File: src/rtl/uart_pkg.sv
// ---------------------------------------------------------------------------
// uart_pkg : shared state encodings and constants for uart_param
// Rev 1.0
// ---------------------------------------------------------------------------
`default_nettype none

package uart_pkg;

  localparam int SYNC_STAGES = 2;

  typedef enum logic [2:0] {
    TX_IDLE   = 3'd0,
    TX_START  = 3'd1,
    TX_DATA   = 3'd2,
    TX_PARITY = 3'd3,
    TX_STOP   = 3'd4
  } tx_state_t;

  typedef enum logic [2:0] {
    RX_IDLE   = 3'd0,
    RX_START  = 3'd1,
    RX_DATA   = 3'd2,
    RX_PARITY = 3'd3,
    RX_STOP   = 3'd4
  } rx_state_t;

endpackage

`default_nettype wire

File: src/rtl/uart_rx_core.sv
// ---------------------------------------------------------------------------
// uart_rx_core : synchroniser, mid-bit sampling counter and RX FSM (UART_PARITY_EN)
// Rev 1.0
// ---------------------------------------------------------------------------
`default_nettype none

module uart_rx_core
  import uart_pkg::*;
#(
  parameter int CLKS_PER_BIT = 868,
  parameter int DATA_BITS    = 8,
  parameter int PARITY_ODD   = 0
) (
  input  logic                 clk,
  input  logic                 rst,
  input  logic                 rx,
  output logic [DATA_BITS-1:0] data_out,
  output logic                 data_ready,
  output logic                 frame_err,
  output logic                 parity_err
);

  localparam int             CW       = $clog2(CLKS_PER_BIT);
  localparam int             IW       = $clog2(DATA_BITS + 1);
  localparam logic [CW-1:0]  CNT_LAST = CW'(CLKS_PER_BIT - 1);
  localparam logic [CW-1:0]  CNT_MID  = CW'(CLKS_PER_BIT / 2);
  localparam logic [IW-1:0]  IDX_LAST = IW'(DATA_BITS - 1);
`ifdef UART_PARITY_EN
  localparam bit PAR_EN = 1'b1;
`else
  localparam bit PAR_EN = 1'b0;
`endif

  rx_state_t              state, state_nx;
  logic [SYNC_STAGES-1:0] sync;
  logic                   rx_s, rx_prev;
  logic [CW-1:0]          cnt;
  logic [IW-1:0]          idx;
  logic [DATA_BITS-1:0]   shreg;
  logic                   pbit;
  logic                   bit_end, mid, fall;

  assign rx_s    = sync[SYNC_STAGES-1];
  assign bit_end = (cnt == CNT_LAST);
  assign mid     = (cnt == CNT_MID);
  assign fall    = rx_prev & ~rx_s;

  always_comb begin
    state_nx = state;
    case (state)
      RX_IDLE:   if (fall) state_nx = RX_START;
      // A start bit that is high again at mid-bit was only a glitch.
      RX_START:  if (mid && rx_s) state_nx = RX_IDLE;
                 else if (bit_end) state_nx = RX_DATA;
      RX_DATA:   if (bit_end && idx == IDX_LAST) state_nx = PAR_EN ? RX_PARITY : RX_STOP;
      RX_PARITY: if (bit_end) state_nx = RX_STOP;
      RX_STOP:   if (mid) state_nx = RX_IDLE;
      default:   state_nx = RX_IDLE;
    endcase
  end

  always_ff @(posedge clk) begin
    if (rst) begin
      sync       <= '1;
      rx_prev    <= 1'b1;
      state      <= RX_IDLE;
      cnt        <= '0;
      idx        <= '0;
      shreg      <= '0;
      pbit       <= 1'b0;
      data_out   <= '0;
      data_ready <= 1'b0;
      frame_err  <= 1'b0;
      parity_err <= 1'b0;
    end else begin
      sync       <= {sync[SYNC_STAGES-2:0], rx};
      rx_prev    <= rx_s;
      state      <= state_nx;
      data_ready <= 1'b0;
      if (state_nx != state || state == RX_IDLE || bit_end) cnt <= '0;
      else                                                  cnt <= cnt + CW'(1);
      if (state_nx != state) idx <= '0;
      else if (bit_end)      idx <= idx + IW'(1);
      if (mid) begin
        case (state)
          RX_DATA:   shreg <= {rx_s, shreg[DATA_BITS-1:1]};
          RX_PARITY: pbit  <= rx_s;
          RX_STOP: begin
            data_out   <= shreg;
            frame_err  <= ~rx_s;
            parity_err <= PAR_EN & (^shreg ^ pbit ^ 1'(PARITY_ODD));
            data_ready <= 1'b1;
          end
          default: ;
        endcase
      end
    end
  end

endmodule

`default_nettype wire

File: src/rtl/uart_param.sv
// ---------------------------------------------------------------------------
// uart_param : parametrised UART, TX FSM plus uart_rx_core (UART_PARITY_EN)
// Rev 1.0
// ---------------------------------------------------------------------------
`default_nettype none

module uart_param
  import uart_pkg::*;
#(
  parameter int CLKS_PER_BIT = 868,
  parameter int DATA_BITS    = 8,
  parameter int STOP_BITS    = 1,
  parameter int PARITY_ODD   = 0
) (
  input  logic                 clk,
  input  logic                 rst,
  input  logic [DATA_BITS-1:0] data_in,
  input  logic                 new_data,
  output logic                 tx_ready,
  output logic                 tx,
  input  logic                 rx,
  output logic [DATA_BITS-1:0] data_out,
  output logic                 data_ready,
  output logic                 frame_err,
  output logic                 parity_err
);

  localparam int             CW        = $clog2(CLKS_PER_BIT);
  localparam int             IW        = $clog2(DATA_BITS + 1);
  localparam logic [CW-1:0]  CNT_LAST  = CW'(CLKS_PER_BIT - 1);
  localparam logic [IW-1:0]  IDX_DLAST = IW'(DATA_BITS - 1);
  localparam logic [IW-1:0]  IDX_SLAST = IW'(STOP_BITS - 1);
`ifdef UART_PARITY_EN
  localparam bit PAR_EN = 1'b1;
`else
  localparam bit PAR_EN = 1'b0;
`endif

  tx_state_t            state, state_nx;
  logic [CW-1:0]        cnt;
  logic [IW-1:0]        idx;
  logic [DATA_BITS-1:0] shreg;
  logic                 par;
  logic                 bit_end, last_stop, accept;

  assign bit_end   = (cnt == CNT_LAST);
  assign last_stop = (state == TX_STOP) && bit_end && (idx == IDX_SLAST);
  // tx is registered one cycle behind state, so opening the handshake in the
  // final STOP cycle lets the next start bit follow the stop bit directly.
  assign tx_ready  = (state == TX_IDLE) || last_stop;
  assign accept    = new_data && tx_ready;

  always_comb begin
    state_nx = state;
    case (state)
      TX_IDLE:   if (accept) state_nx = TX_START;
      TX_START:  if (bit_end) state_nx = TX_DATA;
      TX_DATA:   if (bit_end && idx == IDX_DLAST) state_nx = PAR_EN ? TX_PARITY : TX_STOP;
      TX_PARITY: if (bit_end) state_nx = TX_STOP;
      TX_STOP:   if (last_stop) state_nx = accept ? TX_START : TX_IDLE;
      default:   state_nx = TX_IDLE;
    endcase
  end

  always_ff @(posedge clk) begin
    if (rst) begin
      state <= TX_IDLE;
      cnt   <= '0;
      idx   <= '0;
      shreg <= '0;
      par   <= 1'b0;
      tx    <= 1'b1;
    end else begin
      state <= state_nx;
      if (state_nx != state || state == TX_IDLE || bit_end) cnt <= '0;
      else                                                  cnt <= cnt + CW'(1);
      if (state_nx != state) idx <= '0;
      else if (bit_end)      idx <= idx + IW'(1);
      if (accept) begin
        shreg <= data_in;
        par   <= ^data_in ^ 1'(PARITY_ODD);
      end else if (state == TX_DATA && bit_end) begin
        shreg <= shreg >> 1;
      end
      case (state)
        TX_START:  tx <= 1'b0;
        TX_DATA:   tx <= shreg[0];
        TX_PARITY: tx <= par;
        default:   tx <= 1'b1;
      endcase
    end
  end

  uart_rx_core #(
    .CLKS_PER_BIT (CLKS_PER_BIT),
    .DATA_BITS    (DATA_BITS),
    .PARITY_ODD   (PARITY_ODD)
  ) u_rx_core (
    .clk        (clk),
    .rst        (rst),
    .rx         (rx),
    .data_out   (data_out),
    .data_ready (data_ready),
    .frame_err  (frame_err),
    .parity_err (parity_err)
  );

endmodule

`default_nettype wire

File: config.mk
export PLATFORM = sky130hd
export DESIGN_NAME = uart_param
export DESIGN_NICKNAME = d
export VERILOG_FILES = /design/src/rtl/uart_pkg.sv /design/src/rtl/uart_rx_core.sv /design/src/rtl/uart_param.sv
export SDC_FILE = /design/constraint.sdc
export NUM_CORES = 1
export LEC_CHECK = 0
export ABC_AREA = 1
export ABC_CLOCK_PERIOD_IN_PS = 3200
export CAP_MARGIN = 5
export CORE_ASPECT_RATIO = 1.1
export CORE_UTILIZATION = 45
export CTS_CLUSTER_DIAMETER = 80
export DETAILED_ROUTE_END_ITERATION = 10
export PLACE_DENSITY = 0.68
export RECOVER_POWER = 25
export SYNTH_ARGS = -nofsm -noshare
export SYNTH_HDL_FRONTEND = slang
export SYNTH_SLANG_ARGS = --single-unit
File: constraint.sdc
create_clock -name clk -period 3.2 [get_ports clk]
set_clock_uncertainty 0.05 [all_clocks]
set_input_delay 0.48 -clock clk [delete_from_list [all_inputs] [get_ports clk]]
set_output_delay 0.48 -clock clk [all_outputs]
set_load 0.005 [all_outputs]
==> reports/qor.csv <==
stage;metric;value;unit
die;initial_utilization;0.467;
clock_network;postCtsHoldBufs;0;
place;dp_hpwl;4.16;mm
run_status;status;completed;
layout;drive_gt1_frac;0.0897;
die;core_area;0.00659;mm^2
clock_network;cts_resized;0;
clock_network;cts_inserted_buffers;9;
worst_setup_path;cp-start-kind;register;
global_routing;grt_pass1_vias;2191;
die;io_pins;25;
global_routing;grt_overflow_total;0;
clock_network;clock-root-buffer;clkbuf_8;
power;p_seq_frac;0.517;
yosys;syn_area;0.00308;mm^2
yosys;synthesis.nets;421;
yosys;yosys.cell_count.top_type;dfxtp_1;
timing;maxSlewHeadroom;0.496;
worst_setup_path;cp_cell_sequence;ha_1 > inv_1 > nor3_1 > nand3_2 > nand2_1 > clkdlybuf4s50_1;
power;power.density;453;mW/mm^2
yosys;yosys.area.top_type;dfxtp_1;
die;die_w;80.9;um
worst_setup_path;crit_type;reg2out;
yosys;synth_edf_count;0;
hold_path;holdCritPathClass;reg2reg;
global_routing;grt_max_degree;23;
worst_setup_path;crit_buf_inv;2;
power;p_leak;1.37;nW
yosys;synth_top_cells_by_area;dfxtp_1 42%, inv_1 6.9%, nand2_1 5.8%, nor2_1 5.8%, a21oi_1 5.2%;
drt;drc;0;
timing;setup_viol;0;
drt;vias_per_cell;4.88;
timing;finalSetupTns;0;ns
yosys;seq_area_frac_synth;0.422;
timing;fmax;397;MHz
power;sw_frac_of_total;0.228;
layout;nets;448;
timing;worstMarginPinSlew;0.756;ns
worst_setup_path;critPathMaxStageDelay;0.49;ns
yosys;post_synth.cell_area_avg;7.64;um^2
clock_network;cts-htree-levels;3;
clock_network;worst_skew_pair.late_latency;0.34;ns
clock_network;path_clk_slew;0.07;ns
power;comb_power_share;0.060;
yosys;async_flop_share;0;
clock_network;post_cts.repair.setup_buffers;0;
yosys;synth_common_cells;65 x dfxtp_1, 57 x inv_1, 48 x nand2_1, 48 x nor2_1, 32 x a21oi_1;
drt;drtAntennaViolNets;0;
timing;rsz0062_at_grt;false;
clock_network;clk_path_buf_depth;2;
place;gp_congestion;0.858;
power;power.switching;0.367;mW
global_routing;antenna_found_initial;0;
worst_setup_path;worstPathArrival;1.99;ns
yosys;synthCells;403;
layout;nFillCells;633;
die;num_rows;31;
drt;drtPass1Iterations;4;
worst_setup_path;cp-end-kind;output pin;
yosys;synth_seq_cells;65;
timing;hold_viol;0;
place;place_ws;1.07;ns
clock_network;tritoncts;done;
worst_setup_path;cp_max_fo;3;
yosys;yosysTopAreaCellShare;0.422;
place;io_buffers;23;
run;cap_violations;0;
drt;drtIter0Drc;94;
power;ir_drop;0.206;mV
yosys;synth_flop_cell;dfxtp_1;
drt;wl;5.66;mm
layout;regArea;0.00130;mm^2
worst_setup_path;critPathRequiredTime;2.67;ns
global_routing;grt_util_all_layers;0.172;
drt;via_count;2523;
global_routing;grt_pass1_wl;9.49;mm
yosys;synth_warnings;0;
power;power_frac_clock;0.424;
timing;min_period;2.52;ns
clock_network;clock_sinks;65;
layout;syn_to_final_growth;15.2;%
die;die_h;88.8;um
worst_setup_path;cp_top_family;buffers and inverters;
layout;multi_input_area;0.00148;mm^2
die;die_area;0.00718;mm^2
timing;fin_crit_sh;0.787;
timing;fin_ws;0.682;ns
layout;diodes;0;
drt;post_drt_wl_per_cell;10.9;um
power;intPower;1.24;mW
yosys;ys_types;34;
worst_setup_path;slowest_stage;clkdlybuf4s50_1;
timing;slew_violations;0;
-- sequential cells by signal (all words and copies together) (netlist names) --
register / flops
u_rx_core.cnt: 10
u_rx_core.frame_err: 1
u_rx_core.state: 3
par: 1
shreg: 8
u_rx_core.data_ready: 1
u_rx_core.shreg: 8
state: 3
tx: 1
idx: 4
u_rx_core.data_out: 8
u_rx_core.idx: 4
u_rx_core.sync: 2
cnt: 10
u_rx_core.rx_prev: 1
-- kinds of logic after synthesis --
logic type / synth area share
flops: 0.422
simple gates: 0.270
compound gates: 0.111
buf+inv: 0.0877
xor+xnor: 0.0796
other cells: 0.00122
fa+ha+maj: 0.0244
mux: 0.00325
-- cell type report --
type	count	share of cell area
multi-input combinational	268	0.418
sequential	65	0.367
timing repair buffer	24	0.0659
inverter	62	0.0656
clock buffer	10	0.0388
tap	82	0.0289
clock inverter	6	0.0162
-- path summary, 6_finish.rpt --
check                     from                 to  slack, ns  depth (start not counted)
max                     cnt[0]           tx_ready       0.68                          6
min          u_rx_core.sync[0]  u_rx_core.sync[1]       0.36                          1
max reg2reg             cnt[0]             cnt[8]       0.84                         11
min reg2reg  u_rx_core.sync[0]  u_rx_core.sync[1]       0.36                          1
-- power groups by stage --
stage               Sequential, mW  Combinational (mW)  Clock, mW
detailed placement           0.848              0.0980          0
global placement             0.848              0.0961          0
global route                 0.831               0.109      0.736
finish                       0.830              0.0963      0.681
floorplan                    0.847              0.0673          0
CTS                          0.830              0.0988      0.696
-- placed cells by master (no fill, tap or decap), types with 11 or more instances in the layout --
master and n:
nor3_1 17, inv_1 57, a21oi_1 32, nor2_1 49, xor2_1 16, dfxtp_1 65
dlygate4sd3_1 11, nand2_1 49, clkdlybuf4s50_1 12, xnor2_1 12, nand3_1 28, o21ai_0 20
-- metal layers --
metal	GRT usage	wire length, um	vias up
met5	0	0	-
met4	0.0958	149	0
met3	0.0330	175	12
met2	0.275	2580	45
met1	0.217	2750	1118
li1	-	-	1348
-- metrics by stage --
step	cell area, um^2	hold slack, ns	power (mW)	utilization	instances
floorplan	3080	0.339	0.914	-	403
global placement	3380	0.344	0.944	0.513	501
detailed placement	3380	0.350	0.946	0.513	501
CTS	3580	0.365	1.62	0.543	517
global route	3550	0.378	1.68	0.538	517
finish	3550	0.362	1.61	0.538	517
Note: power is estimated with default switching activity, not from simulation.
